### src/rtl/disp_pkg.sv
// Shared constants for the 7-segment scan controller.
// Holds FSM state encodings, blanking values and anode selects.
package disp_pkg;

  typedef logic [1:0] state_t;

  localparam state_t ST_IDLE = 2'd0;
  localparam state_t ST_SHOW = 2'd1;
  localparam state_t ST_GAP  = 2'd2;

  localparam logic [3:0] ANODE_OFF = 4'b1111;
  localparam logic [6:0] SEG_OFF   = 7'h7F;

  localparam logic [3:0] AN_DIG0 = 4'b1110;
  localparam logic [3:0] AN_DIG1 = 4'b1101;
  localparam logic [3:0] AN_DIG2 = 4'b1011;
  localparam logic [3:0] AN_DIG3 = 4'b0111;

  function automatic logic [3:0] anode_sel(
    input logic [1:0] idx
  );
    logic [3:0] an;
    an = ANODE_OFF;
    unique case (idx)
      2'd0: an = AN_DIG0;
      2'd1: an = AN_DIG1;
      2'd2: an = AN_DIG2;
      2'd3: an = AN_DIG3;
      default: an = ANODE_OFF;
    endcase
    return an;
  endfunction

endpackage

### src/rtl/seg7_font.sv
// Hex nibble to active-low 7-segment pattern.
// Output bit order is {g,f,e,d,c,b,a}.
module seg7_font (
  input  logic [3:0] nibble_i,
  output logic [6:0] seg_o
);

  always_comb begin
    seg_o = 7'h7F;
    unique case (nibble_i)
      4'h0: seg_o = 7'h40;
      4'h1: seg_o = 7'h79;
      4'h2: seg_o = 7'h24;
      4'h3: seg_o = 7'h30;
      4'h4: seg_o = 7'h19;
      4'h5: seg_o = 7'h12;
      4'h6: seg_o = 7'h02;
      4'h7: seg_o = 7'h78;
      4'h8: seg_o = 7'h00;
      4'h9: seg_o = 7'h10;
      4'hA: seg_o = 7'h08;
      4'hB: seg_o = 7'h03;
      4'hC: seg_o = 7'h46;
      4'hD: seg_o = 7'h21;
      4'hE: seg_o = 7'h06;
      4'hF: seg_o = 7'h0E;
      default: seg_o = 7'h7F;
    endcase
  end

endmodule

### src/rtl/display_scan_ctrl.sv
// 4-digit common-anode scan controller with double-buffered value.
// Define DISP_LZ_BLANK_EN to blank leading zero digits.
module display_scan_ctrl
  import disp_pkg::*;
#(
  parameter int PRESCALE   = 50000,
  parameter int GAP_CYCLES = 500
) (
  input  logic        clk,
  input  logic        rst_n,
  input  logic        enable_i,
  input  logic [15:0] value_i,
  input  logic [3:0]  dp_i,
  input  logic        load_i,
  output logic [3:0]  an_o,
  output logic [6:0]  seg_o,
  output logic        dp_o,
  output logic        frame_o
);

  localparam int CNT_MAX =
    (PRESCALE > GAP_CYCLES) ? PRESCALE : GAP_CYCLES;
  localparam int CW = $clog2(CNT_MAX + 1);
  localparam bit HAS_GAP = (GAP_CYCLES > 0);
  localparam logic [CW-1:0] SHOW_LAST =
    CW'(PRESCALE - 1);
  localparam logic [CW-1:0] GAP_LAST =
    CW'(HAS_GAP ? GAP_CYCLES - 1 : 0);

  state_t        state_q, state_d;
  logic [1:0]    idx_q, idx_d;
  logic [CW-1:0] cnt_q, cnt_d;
  logic [15:0]   shadow_val_q, shadow_val_d;
  logic [3:0]    shadow_dp_q, shadow_dp_d;
  logic [15:0]   active_val_q, active_val_d;
  logic [3:0]    active_dp_q, active_dp_d;
  logic          pending_q, pending_d;
  logic [3:0]    an_q, an_d;
  logic [6:0]    seg_q, seg_d;
  logic          dp_q, dp_d;
  logic          wrap;
  logic [3:0]    nib;
  logic [6:0]    font_seg;
  logic          blank;

  always_comb begin
    state_d = state_q;
    idx_d   = idx_q;
    cnt_d   = cnt_q + CW'(1);
    wrap    = 1'b0;
    if (!enable_i) begin
      state_d = ST_IDLE;
      idx_d   = 2'd0;
      cnt_d   = '0;
    end else begin
      unique case (1'b1)
        (state_q == ST_IDLE): begin
          state_d = ST_SHOW;
          idx_d   = 2'd0;
          cnt_d   = '0;
        end
        (state_q == ST_SHOW): begin
          if (cnt_q == SHOW_LAST) begin
            cnt_d = '0;
            if (HAS_GAP) begin
              state_d = ST_GAP;
            end else begin
              idx_d = idx_q + 2'd1;
              wrap  = (idx_q == 2'd3);
            end
          end
        end
        (state_q == ST_GAP): begin
          if (cnt_q == GAP_LAST) begin
            cnt_d   = '0;
            state_d = ST_SHOW;
            idx_d   = idx_q + 2'd1;
            wrap    = (idx_q == 2'd3);
          end
        end
        default: begin
          state_d = ST_IDLE;
          idx_d   = 2'd0;
          cnt_d   = '0;
        end
      endcase
    end
  end

  // A load coinciding with a wrap lands in shadow after active took the old one.
  always_comb begin
    shadow_val_d = shadow_val_q;
    shadow_dp_d  = shadow_dp_q;
    active_val_d = active_val_q;
    active_dp_d  = active_dp_q;
    pending_d    = pending_q;
    if (wrap && pending_q) begin
      active_val_d = shadow_val_q;
      active_dp_d  = shadow_dp_q;
      pending_d    = 1'b0;
    end
    if (load_i) begin
      shadow_val_d = value_i;
      shadow_dp_d  = dp_i;
      pending_d    = 1'b1;
    end
  end

  always_comb begin
    nib = 4'h0;
    unique case (idx_q)
      2'd0: nib = active_val_q[3:0];
      2'd1: nib = active_val_q[7:4];
      2'd2: nib = active_val_q[11:8];
      2'd3: nib = active_val_q[15:12];
      default: nib = 4'h0;
    endcase
  end

  seg7_font u_font (
    .nibble_i (nib),
    .seg_o    (font_seg)
  );

`ifdef DISP_LZ_BLANK_EN
  logic z3, z2, z1;
  logic [3:0] lz;
  assign z3 = (active_val_q[15:12] == 4'h0);
  assign z2 = (active_val_q[11:8] == 4'h0);
  assign z1 = (active_val_q[7:4] == 4'h0);
  assign lz = {z3, z3 & z2, z3 & z2 & z1, 1'b0};
  assign blank = lz[idx_q];
`else
  assign blank = 1'b0;
`endif

  always_comb begin
    an_d  = ANODE_OFF;
    seg_d = SEG_OFF;
    dp_d  = 1'b1;
    if (state_q == ST_SHOW) begin
      an_d  = anode_sel(idx_q);
      seg_d = blank ? SEG_OFF : font_seg;
      dp_d  = ~active_dp_q[idx_q];
    end
  end

  always_ff @(posedge clk or negedge rst_n) begin
    if (!rst_n) begin
      state_q      <= ST_IDLE;
      idx_q        <= 2'd0;
      cnt_q        <= '0;
      shadow_val_q <= '0;
      shadow_dp_q  <= '0;
      active_val_q <= '0;
      active_dp_q  <= '0;
      pending_q    <= 1'b0;
      an_q         <= ANODE_OFF;
      seg_q        <= SEG_OFF;
      dp_q         <= 1'b1;
    end else begin
      state_q      <= state_d;
      idx_q        <= idx_d;
      cnt_q        <= cnt_d;
      shadow_val_q <= shadow_val_d;
      shadow_dp_q  <= shadow_dp_d;
      active_val_q <= active_val_d;
      active_dp_q  <= active_dp_d;
      pending_q    <= pending_d;
      an_q         <= an_d;
      seg_q        <= seg_d;
      dp_q         <= dp_d;
    end
  end

  assign an_o    = an_q;
  assign seg_o   = seg_q;
  assign dp_o    = dp_q;
  assign frame_o = wrap;

endmodule

### config.mk
export PLATFORM = sky130hd
export DESIGN_NAME = display_scan_ctrl
export DESIGN_NICKNAME = d
export VERILOG_FILES = /design/src/rtl/disp_pkg.sv /design/src/rtl/seg7_font.sv /design/src/rtl/display_scan_ctrl.sv
export SDC_FILE = /design/constraint.sdc
export NUM_CORES = 1
export LEC_CHECK = 0
export CORE_MARGIN = 2
export CORE_UTILIZATION = 35
export CTS_BUF_LIST = sky130_fd_sc_hd__clkbuf_8
export DETAILED_ROUTE_END_ITERATION = 12
export HOLD_SLACK_MARGIN = 0.03
export PLACE_DENSITY = 0.56
export SYNTH_ARGS = -nofsm -noshare
export SYNTH_HDL_FRONTEND = slang
export SYNTH_SLANG_ARGS = --single-unit
### constraint.sdc
create_clock -name clk -period 7.02 [get_ports clk]
set_input_delay 1.755 -clock clk [delete_from_list [all_inputs] [get_ports clk]]
set_output_delay 1.755 -clock clk [all_outputs]
set_load 0.03 [all_outputs]
Word-level counts from Yosys, hierarchy flattened
Memories as Yosys holds them, arrays and structs flattened.
Index checks and enable logic that the tools add are counted.
{ "totals": {"register_bits": 73, "latch_bits": 0, "ram_bits": 0, "mem_bits_ro": 112, "inputBits": 24, "elab_cells": 55, "memories": 1} }
{ "mem_list": {"columns": ["memory", "depth", "word_bits", "read_ports", "rd_clocked_by_memory_dff", "wr", "line_no", "source"], "rows": [
  ["(name not given)", 16, 7, 1, 0, 0, "seg7_font.sv:10", "unique case (nibble_i)"]
]} }
{ "classes": {"add_sub_neg": 2, "mul": 0, "div": 0, "magnitude_cmp": 1, "eq_ne": 10, "shifts": 0, "muxes": 23, "bitwise_logic": 1, "n_reduce_logical": 6} }
{ "op_table": {"columns": ["cell", "count"], "rows": [
  ["$mux 16", 3],
  ["$pmux 16 s2", 1],
  ["$pmux 4 s4", 2],
  ["$add 16x1->16 const B", 1],
  ["$eq 16x16->1 const B", 1],
  ["$eq 16x9->1 const B", 1],
  ["$mux 2", 5],
  ["$mux 1", 7],
  ["$mux 7", 1],
  ["$eq 2x2->1 const B", 3],
  ["$pmux 2 s3", 1],
  ["$eq 2x1->1 const B", 2],
  ["$logic_not 2->1", 2],
  ["$mux 4", 1],
  ["$pmux 2 s2", 1],
  ["$reduce_and 2->1", 2],
  ["$lt 2x3->1 const B", 1],
  ["$ne 3x2->1 const B", 1],
  ["$ne 3x3->1 const B", 1],
  ["$add 2x1->2 const B", 1],
  ["$bmux 1 s2", 1],
  ["$ne 2x2->1 const B", 1],
  ["$reduce_bool 2->1", 1],
  ["$logic_and 1x1->1", 1],
  ["$not 1->1", 1]
]} }

Longest topological paths before layout
{ "logic_depth": {"ltp_word": 7, "depth_mapped": 10} }

By module
Synthesis repeated with hierarchy kept, for this count alone.
{ "unflattened": {"cells_unflattened": 280, "hier_area_um2": 3603.5} }
{ "by_module_without_submodules": {"columns": ["mod", "instances", "cells_each", "area_each_um2", "seq_area_each_um2"], "rows": [
  ["display_scan_ctrl", 1, 248, 3328.2, 1841.8],
  ["seg7_font", 1, 32, 275.3, 0.0]
]} }

Least setup slack after synthesis
OpenSTA, ideal clock, no wires.
{ "synth_timing": {"path_type": "input to output", "start": "in enable_i", "end": "out frame_o", "arrival_ns": 2.552, "path_slack_ns": 2.713, "cell_stages": 3, "path_buffers": 1, "cell_sequence": "buf_1 > nand3_1 > nor2_1"} }
{ "synth_between": {"elab_chain_cells": 1} }
{ "synth_rtl": {"columns": ["element", "line_no", "source"], "rows": [
  ["start: declaration", "display_scan_ctrl.sv:11", "input logic enable_i,"],
  ["$mux 1", "display_scan_ctrl.sv:51", "if (!enable_i) begin"],
  ["end: declaration", "display_scan_ctrl.sv:18", "output logic frame_o"]
]} }
Every way passes these cells.

Final worst setup path
Same ends and word-level chain as after synthesis.

==> results.py <==
metrics = {
    "run_status": {
        "status": "complete, no violations",
    },
    "yosys": {
        "syn_inst": 280,
        "synth.area.top_cells": "dfrtp_1 (43%), dfstp_2 (8.8%), mux2_4 (8.4%)",
        "avgSynthCellArea_um2": 12.8,
        "yosys_warnings": 0,
        "yosys.cell_types.count": 53,
        "synth-xor-area-share_pct": 3.19,
        "synth_top_area_share_pct": 42.7,
        "synth.net_count": 322,
        "synth_area_leader_cell": "dfrtp_1",
        "synth-compound-area-share_pct": 6.48,
        "synth-seq-cells": 73,
        "async_flop_share_pct": 100,
        "seq_area_frac_synth_pct": 51.5,
        "muxShareOfSynthArea_pct": 17.6,
        "synth_top_flop_cell": "dfrtp_1",
        "synth_edf_count": 0,
        "synthSimpleGateAreaFrac_pct": 11.8,
        "yosys.area_share.adder_pct": 6.30,
        "synth_top_family_by_area": "multiplexers",
        "synth_area_mm2": 0.00357,
    },
    "placement": {
        "routabilityCongestion": 0.804,
        "dp_hpwl_um": 4680,
        "io_buffers": 36,
    },
    "routing": {
        "drtPass1Iterations": 5,
        "drt_iter0_drc": 109,
        "antenna_left": 0,
        "routedWlPerCell_um": 14.8,
        "drc": 0,
        "vias_per_cell": 4.92,
        "drt-total-wl_um": 6780,
        "via_count": 2247,
    },
    "global_routing": {
        "grt_max_degree": 74,
        "grt_pass1_vias": 2340,
        "grt_overflow_total": 0,
        "grt_usage_pct": 13.5,
        "grt_pass1_wl_um": 11900,
        "antenna_found_initial": 0,
    },
    "worst_setup_path": {
        "crit_type": "in2out",
        "cp_max_fo": 9,
        "worstSetupEndpointType": "primary output",
        "cp.arrival_ns": 3.45,
        "required_ns": 5.27,
        "crit_path_start_kind": "primary input",
    },
    "floorplanning": {
        "rows": 36,
        "die_w_um": 105,
        "dieArea_mm2": 0.0110,
        "coreArea_mm2": 0.00986,
        "die_y_um": 105,
        "start_util_pct": 36.2,
        "io_pins": 37,
    },
    "cts": {
        "clk_latency_ns": 0.35,
        "postCtsSetupBuffers": 0,
        "cts_tree": "built",
        "clock_sinks": 73,
        "clk_pin_slew_ns": 0.08,
        "cts_hold_buffers": 0,
        "ctsResizeCount": 0,
        "cts_made_buffers": 9,
        "cts_buffer_depth": 2,
        "htreeDepth": 3,
        "cts_root_buf": "clkbuf_8",
    },
    "layout": {
        "layout_commonest_cell": "dfrtp_1",
        "diodes": 0,
        "drive_gt1_share_pct": 25.9,
        "mostFrequentLayoutCells": "dfrtp_1 (61), clkdlybuf4s50_1 (35), mux2_2 (22)",
        "nNetsFinal": 361,
        "n_fill_cell": 923,
        "final_core_util_pct": 43.6,
        "area_delta_synth_final_pct": 20.3,
    },
    "sta": {
        "hold_viol_final": 0,
        "period_needed_ns": 5.20,
        "slew_viol_final": 0,
        "fmax_mhz": 192,
        "fin_tns_setup_ns": 0,
        "setup-violations-final": 0,
        "rsz0062_at_grt": "no",
        "slew_headroom_pct": 32.3,
        "period_share_pct": 74.1,
        "worst_pin_slew_ns": 1.01,
        "clock-skew-final_ns": 0.0141,
    },
    "pwr": {
        "power.total_w": 0.00113,
        "p_leak_nw": 1.86,
        "vdd_ir_drop_max_v": 0.0000994,
        "powerDensity_mw_per_mm2": 264,
    },
    "job": {
        "drv_cap": 0,
    },
    "hold_path": {
        "hold_path_class": "reg2reg",
    },
}
## cell type report
type	count	area [µm²]	share of cell area [%]
Sequential cell	73	1840	42.9
Multi-Input combinational cell	184	1620	37.8
Timing Repair Buffer	37	363	8.44
Tap cell	133	166	3.87
Clock inverter	7	126	2.94
Clock buffer	9	124	2.88
Inverter	14	52.6	1.22
## critical path, cell delays in order
cell and delay (ns):
clkdlybuf4s50_1 0.64, nand3_1 0.15, nor2_1 0.19, clkdlybuf4s50_1 0.71
## power by group
group	switching [W]	internal, W	total (W)
combinational	0.000136	0.0000976	0.000234
clock	0.000169	0.000240	0.000409
sequential	0.0000196	0.000472	0.000492
## logic make-up (layout without fill, tap and decap cells)
group                      count (synthesis)  count (layout)
AOI/OAI and AO/OA                         30              30
xor gates and xnor gates                  13              13
adders and majority gates                 18              18
buffers and inverters                     23              67
DFF                                       73              73
muxes                                     49              49
and+or+nand+nor                           74              74
## routing by layer
| layer | up-vias | part of all wire [%] | track usage, % |
|---|---|---|---|
| met5 | - | 0 | 0 |
| met4 | 0 | 1.5 | 5.52 |
| met3 | 6 | 3.1 | 2.93 |
| met2 | 42 | 44 | 19.9 |
| met1 | 1111 | 51 | 19.3 |
| li1 | 1088 | - | - |
## synthesized netlist by cell type, drive strengths merged (3+ instances only)
cell type   n
dfrtp      61
a31oi       3
mux2i       6
nor2       19
nor4        6
and3        3
ha         18
nand3       9
a41oi       3
inv        13
a21oi       4
xor2        4
xnor2       9
a222oi      4
buf         6
mux2       42
clkbuf      3
o21ai       4
nand4       6
nand2      16
dfstp      12
## registers in the layout, indices dropped and copies added, names as in the netlist
name          cells
pending_q         1
dp_o              1
cnt_q            16
idx_q             2
active_dp_q       4
shadow_val_q     16
an_o              4
active_val_q     16
seg_o             7
state_q           2
shadow_dp_q       4
## path summary, 6_finish.rpt
path	start	endpoint	slack [ns]	cells past startpoint
hold / removal	shadow_val_q[11]	active_val_q[11]	0.50	1
setup reg to reg	idx_q[0]	seg_o[0]	4.33	10
min in group asynchronous	rst_n	shadow_dp_q[0]	1.61	2
max in group asynchronous	rst_n	active_val_q[12]	4.81	2
hold reg to reg	shadow_val_q[11]	active_val_q[11]	0.50	1
setup / recovery	enable_i	frame_o	1.82	4
## through the flow
stage          worst slack, ns  hold slack (ns)  std cells  instance area (µm²)
2_1_floorplan             2.71            0.468        280                 3570
3_3_place_gp              1.83            0.484        441                 4050
3_5_place_dp              1.81            0.488        441                 4050
4_1_cts                   1.79            0.508        457                 4300
5_1_grt                   1.71            0.533        457                 4300
6_report                  1.82            0.504        457                 4300
No activity file was read; power rests on OpenSTA's default activity.
==> patch 1: new RTL, same settings <==
Register the output `frame_o`, with the module's reset; this adds one clock of latency there. The other outputs are not delayed to match.
--- a/src/rtl/display_scan_ctrl.sv
+++ b/src/rtl/display_scan_ctrl.sv
@@ -178,3 +178,9 @@
   assign dp_o    = dp_q;
-  assign frame_o = wrap;
+  always_ff @(posedge clk or negedge rst_n) begin
+    if (!rst_n) begin
+      frame_o <= '0;
+    end else begin
+      frame_o <= wrap;
+    end
+  end
 
Behaviour: no difference found for any inputs over 10 cycles, from zero or initial values and one cycle with rst_n low; that may be too few to reach the edited logic, so the function may still have changed.
==> patch 1 against the original RTL <==
Synthesized area shrank 3.8%; worst hold slack lost 0.016 ns; register-to-register slack got worse by 0.16 ns; worst setup slack improved by 1.6 ns; sequential cell count up 1; die area is 3.6% lower; combinational power up 3%; critical path depth unchanged; final cell count down 0.66%; design area decreased by 3.7%; sequential share of layout area increased by 2.2 points; total power decreased by 4.6%; wire length decreased by 8.0%; largest cell class unchanged; largest power group unchanged.
==> patch 1: results (changes against the original RTL) <==
Placed design
  – Placed cell areas: 0.003931 mm2 (-2.9%)
  – Placer congestion estimate: 0.7960 (-1.0%)

Pwr
  – Switch Pwr: 329.8 uW (+1.5%)
  – Worst IR Drop VDD: 0.1089 mV (+9.6%)
  – Total leakage power: 1.731 nW (-7.0%)

Routing
  – Vias post-DR: 2,210 (-1.6%)
  – Drt first pass iters: 4 (-1)
  – Met3 WL: 235 um (+12%)
  – Met1 Routed Length: 3068 um (-12%)
  – Routed length on met2: 2856 um (-4.7%)

Global route
  – Largest net degree at the start of global routing: 75 (+1.4%)
  – First-pass GRT wire length: 10,840 um (-8.9%)

Synth
  – Post-synth cell types: 43 (-19%)
  – Post-synthesis average cell area: 12.46 um2 (-2.4%)
  – Compound-cell area share of the yosys netlist: 6.114% (-0.36 points)
  – Sequential cell area fraction in the yosys report: 54.29% (+2.8 points)
  – Synth Area in Adders: 6.550% (+0.25 points)
  – Commonest cells in the netlist: 62 x dfrtp_1, 43 x mux2_2, 21 x nor2_1
  – Ranking of synthesized cells by area: dfrtp_1 45%, mux2_2 14%, dfstp_2 9.2%
  – Mux share of post-synthesis cell area: 16.78% (-0.87 points)

Setup path
  – Worst Path Max Fanout: 20 (+11)
  – Critical Path AT: 3.82 ns (+0.37 ns)
  – Setup slack, reg-to-reg: 4.17 ns (-0.16 ns)
  – CP endpoint kind: flip-flop
  – R2R depth: 5 (-5)
  – Reg-to-reg startpoint: cnt_q[0]
  – Reg2reg end: active_val_q[2]

STA
  – Clk_skew: 0.01283 ns (-0.001252 ns)
  – Rel. slew slack: 36.96% (+4.7 points)

Run status
  – Status: complete, no violations

Cells and area
  – Fill cell count: 954 (+3.4%)
-- patch 1: cell types whose count changed after synthesis, moves of 3 or more --
cell,before,now
xnor2_1,9,13
nor4_1,4,7
xor2_1,4,1
mux2_4,20,0
mux2_2,22,43
-- patch 1: final cells by class --
class	count	area (um2)	share of cell area, %
Sequential cell	74	1867	45.09
Multi-Input combinational cell	181	1486	35.90
Timing Repair Buffer	37	362.8	8.764
Tap cell	133	166.4	4.019
Clock buffer	9	123.9	2.992
Clock inverter	7	85.08	2.055
Inverter	13	48.80	1.179
-- patch 1: how the worst min path moves through the flow --
stage | to | cells after the start | slack [ns] | startpoint
2_1_floorplan | pending_q | 1 | 0.45 | pending_q
6_report | pending_q | 1 | 0.49 | pending_q
5_1_grt | pending_q | 1 | 0.51 | pending_q
4_1_cts | pending_q | 1 | 0.49 | pending_q
3_3_place_gp | pending_q | 1 | 0.46 | pending_q
3_5_place_dp | pending_q | 1 | 0.47 | pending_q
-- patch 1: routing by layer --
metal | vias to the layer above | track usage (%)
met4 | 0 | 4.757
met5 | - | 0
met2 | 44 | 19.38
met1 | 1092 | 18.91
met3 | 6 | 4.068
li1 | 1068 | -
-- patch 1: through the flow --
step	hold WS, ns	worst slack (ns)	utilization (%)
after floorplan	0.4494	4.192	-
after global placement	0.4611	3.057	40.78
after detailed placement	0.4653	3.033	40.78
after CTS	0.4866	3.386	42.95
after global routing	0.5054	3.291	42.95
final	0.4873	3.425	42.95
-- patch 1: cell families (layout without fill, tap and decap cells) --
kind of cell / after synthesis / count (layout)
AO/OA/AOI/OAI: 27 / 27
XOR/XNOR: 14 / 14
adder cells (fa/ha/maj): 18 / 18
buffers and inverters: 21 / 66
flip-flops: 74 / 74
multiplexers: 51 / 51
AND/OR/NAND/NOR: 71 / 71
-- patch 1: worst max-delay path, cell delays in order --
cell	delay, ns
clkdlybuf4s50_1	0.64
and3_1	0.23
nand3_1	0.65
mux2_2	0.53
-- patch 1: power by group through the flow --
| stage | Sequential, mW | Combinational (mW) | Clock (mW) |
|---|---|---|---|
| after detailed placement | 0.508 | 0.244 | 0 |
| after global routing | 0.506 | 0.267 | 0.375 |
| after floorplan | 0.552 | 0.112 | 0 |
| after CTS | 0.500 | 0.245 | 0.359 |
| final | 0.499 | 0.242 | 0.342 |
| after global placement | 0.507 | 0.242 | 0 |
==> patch 2: new RTL, same flow settings <==
Without the edit above. The parameter `GAP_CYCLES` goes from 500 to 1000.
--- a/src/rtl/display_scan_ctrl.sv
+++ b/src/rtl/display_scan_ctrl.sv
@@ -6,3 +6,3 @@
   parameter int PRESCALE   = 50000,
-  parameter int GAP_CYCLES = 500
+  parameter int GAP_CYCLES = 1000
 ) (
Formal check against the unedited RTL: no difference found for any inputs over 10 cycles, from zero or initial values and one cycle with rst_n low; that may be too few to reach the edited logic, so the function may still have changed.
==> patch 2 against the original RTL <==
Design area down 1.8%; wire length shrank 4.1%; clock skew decreased by 0.0036 ns; via count increased by 0.89%; total power down 5.0%; sequential cell count did not move; first-iteration DRC count is 28% lower; worst hold slack worse by 0.018 ns; worst setup slack worse by 0.076 ns; synthesized area decreased by 0.98%; largest cell class unchanged.
==> patch 2: results (changes against the original RTL) <==
Cells and area
  – Biggest regs: active_val_q: 16 flops, cnt_q: 16 flops, shadow_val_q: 16 flops
  – Nets: 360 (-0.28%)
  – Ratio of cells with drive above 1 in the final layout: 20.19% (-5.7 points)
  – Fill cell count: 917 (-0.65%)
  – # diodes: 0 (unchanged)

Synth
  – Post-synth cell types: 50 (-5.7%)
  – XOR/XNOR Fraction of Synth Area: 2.723% (-0.46 points)
  – Synth Area in Adders: 6.719% (+0.42 points)
  – Warnings from Yosys: 0 (unchanged)
  – Ranking of synthesized cells by area: dfrtp_1 43%, dfstp_2 8.9%, mux2_2 7.0%
  – Commonest cells in the netlist: 61 x dfrtp_1, 22 x mux2_2, 20 x mux2_1
  – Asr flop ratio synth: 100.0% (unchanged)
  – Mux share of post-synthesis cell area: 15.70% (-1.9 points)
  – Compound-cell area share of the yosys netlist: 7.284% (+0.81 points)
  – Sequential cell area fraction in the yosys report: 52.05% (+0.51 points)
  – Mapped Nets: 324 (+0.62%)
  – Leading register cell type out of synthesis: dfrtp_1

Placed design
  – Placer congestion estimate: 0.7674 (-4.6%)
  – Buffers on Ports: 36 (unchanged)
  – DPL Wire Length: 4363 um (-6.8%)

Clocking
  – Post-cts sizing count: 0 (unchanged)
  – Root Buffer: clkbuf_8
  – Clk slew on worst S/H paths: 0.08 ns (about the same)
  – Clk_lat worst skew: 0.35 ns (about the same)
  – Postcts setup bufs: 0 (unchanged)
  – Worst-case clock buffer depth: 2 (unchanged)
  – Cts bufs inserted: 9 (unchanged)

Run status
  – Status: complete, no violations

Pwr
  – Total leakage power: 1.803 nW (-3.2%)
  – Worst IR Drop VDD: 0.1259 mV (+27%)
  – Int Pwr: 758.3 uW (-6.4%)

STA
  – Clk_skew: 0.01049 ns (-0.003593 ns)
  – # setup viols final: 0 (unchanged)
  – Slew at the pin closest to its max-slew limit: 0.9264 ns (-0.08588 ns)

Routing
  – Drt first pass iters: 5 (unchanged)
  – Vias per cell: 4.982 (+1.3%)
  – WL per Instance: 14.29 um (-3.7%)
  – Initial DRC count: 78 (-28%)

Worst hold path
  – Hold Path Class: flip-flop to flip-flop

Global route
  – Total global-route track usage: 13.02% (-0.52 points)
  – Largest net degree at the start of global routing: 74 (unchanged)
  – Initial antenna violation count: 0 (unchanged)
  – First-pass GRT wire length: 11,300 um (-5.1%)
  – Vias in the first global route: 2,261 (-3.4%)

Setup path
  – Worst Path Max Fanout: 8 (-1)
  – Critical path's largest stage delay: 0.72 ns
  – Critical Path AT: 3.53 ns (+0.08 ns)
==> patch 2: cell type report <==
cell class / count / area, um2 / share of cell area (%)
clock inverter: 7 / 101.3 / 2.401
timing repair buffer: 38 / 370.4 / 8.773
multi-input combinational: 182 / 1569 / 37.17
sequential: 73 / 1842 / 43.63
inverter: 13 / 48.80 / 1.156
clock buffer: 9 / 123.9 / 2.934
tap: 133 / 166.4 / 3.942
==> patch 2: power groups by stage <==
stage               Sequential (mW)  Clock (mW)  Combinational [mW]
floorplan                     0.535           0               0.103
global placement              0.494           0               0.218
detailed placement            0.495           0               0.220
CTS                           0.487       0.389               0.222
global route                  0.492       0.407               0.239
finish                        0.486       0.375               0.217
==> patch 2: worst register-to-register path, delay by kind of cell, from the launching register on <==
kind                     cells  cell delay (ns)
multiplexers                 1             0.32
AO/OA/AOI/OAI                4             0.90
buffers and inverters        3             0.33
flip-flops                   1             0.57
adder cells (fa/ha/maj)      2             0.55
==> patch 2: cells by family after synthesis <==
| group | Yosys count |
|---|---|
| flops | 73 |
| compound gates | 33 |
| simple gates | 70 |
| buf+inv | 26 |
| xor+xnor | 11 |
| fa+ha+maj | 19 |
| mux | 49 |
==> patch 2: through the flow <==
step	setup WS (ns)	utilization, %	cell area, um2	hold slack (ns)	instances
after floorplan	2.709	-	3538	0.4524	281
after detailed placement	1.757	40.89	3996	0.4740	439
after global placement	1.790	40.89	3996	0.4693	439
final	1.740	43.19	4222	0.4861	455
after global routing	1.605	43.19	4222	0.5165	455
after CTS	1.737	43.19	4222	0.4942	455
==> patch 2: worst paths after layout <==
path	from	to	slack [ns]	depth (start not counted)
worst max-delay path	enable_i	frame_o	1.74	4
worst min-delay path	active_dp_q[2]	active_dp_q[2]	0.49	1
worst max register to register	idx_q[0]	seg_o[0]	4.26	10
worst min register to register	active_dp_q[2]	active_dp_q[2]	0.49	1
max in group asynchronous	rst_n	cnt_q[10]	4.79	2
min in group asynchronous	rst_n	cnt_q[4]	1.59	2
==> patch 2: layer usage <==
layer | vias to the layer above | global-route usage (%) | routed length (um) | part of all wire, %
met5 | - | 0 | 0 | 0
met4 | 0 | 6.371 | 104 | 1.6
met3 | 8 | 2.682 | 224 | 3.4
met2 | 37 | 19.37 | 2882 | 44
met1 | 1133 | 18.04 | 3289 | 51
li1 | 1089 | - | - | -
